$ cat config.mk
export PLATFORM = sky130hd
export DESIGN_NAME = signed_div_sequencer
export DESIGN_NICKNAME = d
export VERILOG_FILES = /design/src/rtl/signed_div_sequencer_pkg.sv /design/src/rtl/signed_div_sequencer_twos_negate.sv /design/src/rtl/signed_div_sequencer.sv
export SDC_FILE = /design/constraint.sdc
export NUM_CORES = 1
export LEC_CHECK = 0
export CAP_MARGIN = 20
export CORE_MARGIN = 2
export CORE_UTILIZATION = 34
export DETAILED_ROUTE_END_ITERATION = 6
export SLEW_MARGIN = 20
export SYNTH_ARGS = -nofsm -noshare
export SYNTH_HDL_FRONTEND = slang
export SYNTH_SLANG_ARGS = --single-unit
$ cat constraint.sdc
create_clock -name clk -period 2.4 [get_ports clk]
set_clock_uncertainty 0.15 [all_clocks]
set_input_delay 0.48 -clock clk [delete_from_list [all_inputs] [get_ports clk]]
set_output_delay 0.48 -clock clk [all_outputs]
set_load 0.05 [all_outputs]
$ cat src/rtl/signed_div_sequencer_pkg.sv
// Shared definitions for the signed divide sequencer: state encoding, result
// fixup selector and the core handshake timeout.
package signed_div_sequencer_pkg;

    localparam int DEFAULT_WIDTH = 8;
    localparam int BUSY_TIMEOUT  = 4;

    typedef enum logic [2:0] {
        IDLE      = 3'd0,
        LAUNCH    = 3'd1,
        WAIT_BUSY = 3'd2,
        WAIT_DONE = 3'd3,
        FIX       = 3'd4,
        OUT       = 3'd5
    } state_t;

    // Selects which result the FIX state produces.
    typedef enum logic [1:0] {
        FIX_CORE     = 2'd0,
        FIX_DIV_ZERO = 2'd1,
        FIX_OVERFLOW = 2'd2
    } fix_kind_t;

endpackage

$ cat src/rtl/signed_div_sequencer_twos_negate.sv
// Conditional two's-complement negate; used both to take operand magnitudes
// and to restore the sign of the core results.
module twos_negate
    import signed_div_sequencer_pkg::*;
#(
    parameter int WIDTH = DEFAULT_WIDTH
) (
    input  logic [WIDTH-1:0] value,
    input  logic             negate,
    output logic [WIDTH-1:0] result
);

    // Wraps modulo 2^WIDTH, so the most negative value maps onto itself.
    assign result = negate ? (~value + WIDTH'(1)) : value;

endmodule

$ cat src/rtl/signed_div_sequencer.sv
// Signed division front end: converts signed operands to magnitudes, drives an
// unsigned divider core, and restores signs with divide-by-zero/overflow shortcuts.
module signed_div_sequencer
    import signed_div_sequencer_pkg::*;
#(
    parameter int WIDTH = DEFAULT_WIDTH
) (
    input  logic             clk,
    input  logic             rst,
    input  logic             in_valid,
    output logic             in_ready,
    input  logic [WIDTH-1:0] dividend,
    input  logic [WIDTH-1:0] divisor,
    output logic             div_start,
    output logic             div_validated,
    output logic [WIDTH-1:0] div_dividend,
    output logic [WIDTH-1:0] div_divisor,
    input  logic             div_ready,
    input  logic [WIDTH-1:0] div_quotient,
    input  logic [WIDTH-1:0] div_remainder,
    output logic             out_valid,
    input  logic             out_ready,
    output logic [WIDTH-1:0] quotient,
    output logic [WIDTH-1:0] remainder,
    output logic             div_by_zero,
    output logic             overflow
);

    localparam logic [WIDTH-1:0] MIN_VALUE = {1'b1, {(WIDTH-1){1'b0}}};

    state_t           state;
    state_t           next_state;
    fix_kind_t        fix_kind;
    logic             sign_dividend;
    logic             sign_divisor;
    logic [WIDTH-1:0] dividend_lat;
    logic [WIDTH-1:0] core_q;
    logic [WIDTH-1:0] core_r;
    logic [2:0]       busy_cnt;
    logic [WIDTH-1:0] mag_dividend;
    logic [WIDTH-1:0] mag_divisor;
    logic [WIDTH-1:0] fixed_q;
    logic [WIDTH-1:0] fixed_r;
    logic             divisor_zero;
    logic             overflow_case;
    logic             busy_timeout;

    assign divisor_zero  = (divisor == '0);
    assign overflow_case = (dividend == MIN_VALUE) && (divisor == '1);
    assign busy_timeout  = (busy_cnt == 3'(BUSY_TIMEOUT - 1));

    twos_negate #(.WIDTH(WIDTH)) u_abs_dividend (
        .value  (dividend),
        .negate (dividend[WIDTH-1]),
        .result (mag_dividend)
    );

    twos_negate #(.WIDTH(WIDTH)) u_abs_divisor (
        .value  (divisor),
        .negate (divisor[WIDTH-1]),
        .result (mag_divisor)
    );

    twos_negate #(.WIDTH(WIDTH)) u_fix_quotient (
        .value  (core_q),
        .negate (sign_dividend ^ sign_divisor),
        .result (fixed_q)
    );

    twos_negate #(.WIDTH(WIDTH)) u_fix_remainder (
        .value  (core_r),
        .negate (sign_dividend),
        .result (fixed_r)
    );

    // NOTE: sequential state uses non-blocking assignments so every register
    // samples the pre-edge values regardless of process ordering.
    always_ff @(posedge clk or posedge rst) begin
        if (rst) state <= IDLE;
        else     state <= next_state;
    end

    // NOTE: every output of this block gets a default first so no path
    // through the case statement can infer a latch.
    always_comb begin
        next_state = state;
        in_ready   = (state == IDLE);
        out_valid  = (state == OUT);
        case (state)
            IDLE: begin
                if (in_valid) begin
                    if (divisor_zero || overflow_case) next_state = FIX;
                    else                               next_state = LAUNCH;
                end
            end
            LAUNCH:    next_state = WAIT_BUSY;
            WAIT_BUSY: begin
                if (!div_ready)        next_state = WAIT_DONE;
                else if (busy_timeout) next_state = FIX;
            end
            WAIT_DONE: if (div_ready) next_state = FIX;
            FIX:       next_state = OUT;
            OUT:       if (out_ready) next_state = IDLE;
            default:   next_state = IDLE;
        endcase
    end

    // NOTE: all datapath registers are reset so every output reads zero
    // during and after reset, not just the control state.
    always_ff @(posedge clk or posedge rst) begin
        if (rst) begin
            div_start     <= 1'b0;
            div_validated <= 1'b0;
            div_dividend  <= '0;
            div_divisor   <= '0;
            quotient      <= '0;
            remainder     <= '0;
            div_by_zero   <= 1'b0;
            overflow      <= 1'b0;
            fix_kind      <= FIX_CORE;
            sign_dividend <= 1'b0;
            sign_divisor  <= 1'b0;
            dividend_lat  <= '0;
            core_q        <= '0;
            core_r        <= '0;
            busy_cnt      <= '0;
        end else begin
            div_start <= (next_state == LAUNCH);
            case (state)
                IDLE: begin
                    if (in_valid) begin
                        sign_dividend <= dividend[WIDTH-1];
                        sign_divisor  <= divisor[WIDTH-1];
                        dividend_lat  <= dividend;
                        div_dividend  <= mag_dividend;
                        div_divisor   <= mag_divisor;
                        div_validated <= !divisor_zero;
                        if (divisor_zero)       fix_kind <= FIX_DIV_ZERO;
                        else if (overflow_case) fix_kind <= FIX_OVERFLOW;
                        else                    fix_kind <= FIX_CORE;
                    end
                end
                LAUNCH: busy_cnt <= '0;
                WAIT_BUSY: begin
                    // A core that never leaves idle is treated as having rejected the operands.
                    if (div_ready) begin
                        if (busy_timeout) fix_kind <= FIX_DIV_ZERO;
                        else              busy_cnt <= busy_cnt + 3'd1;
                    end
                end
                WAIT_DONE: begin
                    if (div_ready) begin
                        core_q <= div_quotient;
                        core_r <= div_remainder;
                    end
                end
                FIX: begin
                    case (fix_kind)
                        FIX_DIV_ZERO: begin
                            quotient    <= '1;
                            remainder   <= dividend_lat;
                            div_by_zero <= 1'b1;
                            overflow    <= 1'b0;
                        end
                        FIX_OVERFLOW: begin
                            quotient    <= MIN_VALUE;
                            remainder   <= '0;
                            div_by_zero <= 1'b0;
                            overflow    <= 1'b1;
                        end
                        default: begin
                            quotient    <= fixed_q;
                            remainder   <= fixed_r;
                            div_by_zero <= 1'b0;
                            overflow    <= 1'b0;
                        end
                    endcase
                end
                default: ;
            endcase
        end
    end

endmodule

==> flow_metrics.py <==
metrics = {
    "worst_setup_path": {
        "startpoint_type": "input port",
        "reg2reg_slack_ps": 430,
        "cpLargestDelayFamily": "simple AND/OR/NAND/NOR gates",
        "path_class": "input port to register",
        "r2r_start": "core_r[2]",
        "cp_cell_sequence": "clkdlybuf4s50_1 > inv_1 > ha_1 > or3b_1 > or4_4 > o31a_1 > o221ai_2",
        "crit_required_ps": 2510,
        "worstSetupEndpoint": "state[2]",
        "path_max_fanout": 3,
        "cp-end-kind": "register",
        "cp.depth": 7,
        "cpPeakStageDelay_ps": 550,
        "worst_r2r_endpoint": "remainder[7]",
        "cp.arrival_ps": 2380,
        "reg2reg_depth": 4,
        "crit_buf_inv": 2,
        "cp-startpoint": "dividend[1]",
        "crit_path_top_delay_cell": "or4_4",
    },
    "finish": {
        "post-route-util_pct": 47.27,
        "nets": 475,
        "fin_area_sq_mm": 0.004599,
        "syn_to_final_growth_pct": 35.40,
        "drive_gt1_share_pct": 15.21,
        "mostFrequentLayoutCells": "72 x clkdlybuf4s50_1, 68 x dfrtp_1, 60 x nand2_1",
        "diodes": 0,
        "final_common_cell": "clkdlybuf4s50_1",
    },
    "clocking": {
        "numCtsBuffers": 9,
        "clock_latency_ps": 350,
        "htreeDepth": 3,
        "cts_tree": "done",
        "clock_sinks": 68,
        "ctsResizeCount": 0,
        "clk_path_buf_depth": 2,
        "path_clk_slew_ps": 70,
        "postCtsSetupRepairBufs": 0,
        "clock-root-buffer": "clkbuf_8",
        "postCtsHoldBufs": 0,
    },
    "die": {
        "rows": 36,
        "core_sq_mm": 0.009729,
        "die_y_um": 104.0,
        "die-width_um": 104.0,
        "initial_core_util_pct": 34.92,
        "pin_count": 75,
        "die_area_sq_mm": 0.01081,
    },
    "placement": {
        "gp_congestion": 0.7750,
        "hpwlAfterDp_um": 5687,
        "dpl-instance-area_sq_mm": 0.004397,
        "io_buffers": 74,
    },
    "outcome": {
        "outcome": "finished clean",
    },
    "pwr": {
        "ir_worst_vdd_uv": 614.0,
        "leakagePower_nw": 2.012,
        "p_total_mw": 6.357,
        "powerDensity_mw_per_mm2": 1382,
    },
    "global_routing": {
        "grt_pass1_vias": 2789,
        "grtUsageTotal_pct": 15.54,
        "overflow": 0,
        "grt_max_degree": 69,
        "grt_pass1_wl_um": 13720,
        "antenna_found_initial": 0,
    },
    "detailed_routing": {
        "firstDrtPassIters": 4,
        "drt-initial-drc-count": 71,
        "vias_per_cell": 4.864,
        "remaining_drc_errors": 0,
        "via_count": 2758,
        "ant_nets": 0,
        "wirelength_um": 7883,
        "routedWlPerCell_um": 13.90,
    },
    "logic_synthesis": {
        "synth_edf_count": 0,
        "synthFlopType": "dfrtp_1",
        "async_flop_share_pct": 100.0,
        "yosysSeqAreaShare_pct": 50.09,
        "syn_nets": 387,
        "synth_area_sq_mm": 0.003397,
        "synth.avg_cell_area_sq_um": 9.962,
        "yosysWarnings": 0,
        "yosys.cell_types.count": 47,
        "ys_seq_elements": 68,
        "syn_inst": 341,
    },
    "timing": {
        "fmax_ghz": 0.4419,
        "setup_viol": 0,
        "slew_violations": 0,
        "slew_headroom_pct": 64.23,
        "min_period_ps": 2263,
        "final.setup.tns_ps": 0,
        "period_share_pct": 94.28,
        "whs_ps": 315.9,
        "worst_pin_slew_ps": 534.8,
        "grt_setup_unrepaired": "no",
        "hold_viol_final": 0,
    },
    "job": {
        "drv_cap": 0,
    },
    "hold_path": {
        "hold_path_class": "register to register",
    },
}
layer usage:
layer	vias to the layer above	global-route usage, %	wire length, um
met5	-	0	0
met4	0	4.344	96
met3	10	5.451	526
met2	70	23.12	3440
met1	1312	21.45	3819
li1	1366	-	-
power by group:
part	total, mW	leakage [nW]	switching (mW)	internal, mW
clock	0.977	0.102	0.443	0.534
sequential	2.15	0.841	0.485	1.67
combinational	3.23	1.07	1.95	1.28
total	6.36	2.01	2.88	3.48
state kept, by name, summed over array words and instances (netlist names), 3 cells and up:
register / count
busy_cnt: 3
remainder: 8
core_q: 8
div_divisor: 8
div_dividend: 8
state: 3
core_r: 8
dividend_lat: 6
quotient: 8
Yosys cell counts, types with 2 or more instances:
library cell | count | area share, %
a21oi_1 | 10 | 1.5
a221oi_1 | 3 | 0.77
a31oi_1 | 4 | 0.74
and3_1 | 2 | 0.37
buf_2 | 2 | 0.29
buf_4 | 2 | 0.44
clkbuf_1 | 14 | 1.5
dfrtp_1 | 68 | 50
ha_1 | 9 | 3.3
inv_1 | 15 | 1.7
mux2_2 | 18 | 6.0
mux2i_1 | 5 | 1.5
nand2_1 | 60 | 6.6
nand2b_1 | 3 | 0.55
nand3_1 | 6 | 0.88
nand3b_1 | 4 | 0.88
nor2_1 | 17 | 1.9
nor2b_1 | 6 | 1.1
nor3_1 | 5 | 0.74
o21ai_0 | 30 | 4.4
o21ai_1 | 2 | 0.29
o221a_2 | 3 | 0.99
o31ai_1 | 6 | 1.3
o41ai_1 | 2 | 0.52
or3b_1 | 2 | 0.52
or4_1 | 4 | 0.88
xnor2_1 | 6 | 1.5
xor2_1 | 14 | 3.6
worst register-to-register path, delay by kind of cell (launching register included):
family	cells	cell delay, ps
AOI/OAI and AO/OA	2	320
and+or+nand+nor	1	590
muxes	1	360
DFF	1	450
cell type report:
cell class / count / area [sq um]
inverters: 16 / 60.06
clock inverters: 4 / 47.55
clock buffers: 12 / 155.1
flip-flops and latches: 68 / 1702
repair buffers: 95 / 905.9
well taps: 133 / 166.4
fillers: 964 / 5130
multi-input cells: 239 / 1563
through the flow:
step / instances / setup WS (ps)
after floorplan: 341 / 58.49
after global placement: 551 / -177.2
after detailed placement: 551 / -231.4
after CTS: 567 / 143.8
after global routing: 567 / 76.81
final: 567 / 137.2
cells by family after synthesis:
logic type	synth area share [%]
adders and majority gates	3.315
DFF	50.09
buffers and inverters	4.051
and+or+nand+nor	16.72
AOI/OAI and AO/OA	13.22
muxes	7.440
xor gates and xnor gates	5.157
worst min path at each step:
stage / start / to / slack [ps] / depth (start not counted)
floorplan: dividend_lat[4] / dividend_lat[4] / 290 / 2
finish: dividend_lat[5] / dividend_lat[5] / 320 / 2
CTS: dividend_lat[5] / dividend_lat[5] / 330 / 2
global route: div_divisor[1] / div_divisor[1] / 360 / 2
detailed placement: dividend_lat[5] / dividend_lat[5] / 310 / 2
global placement: dividend_lat[5] / dividend_lat[5] / 310 / 2
(Power assumes the default switching activity.)
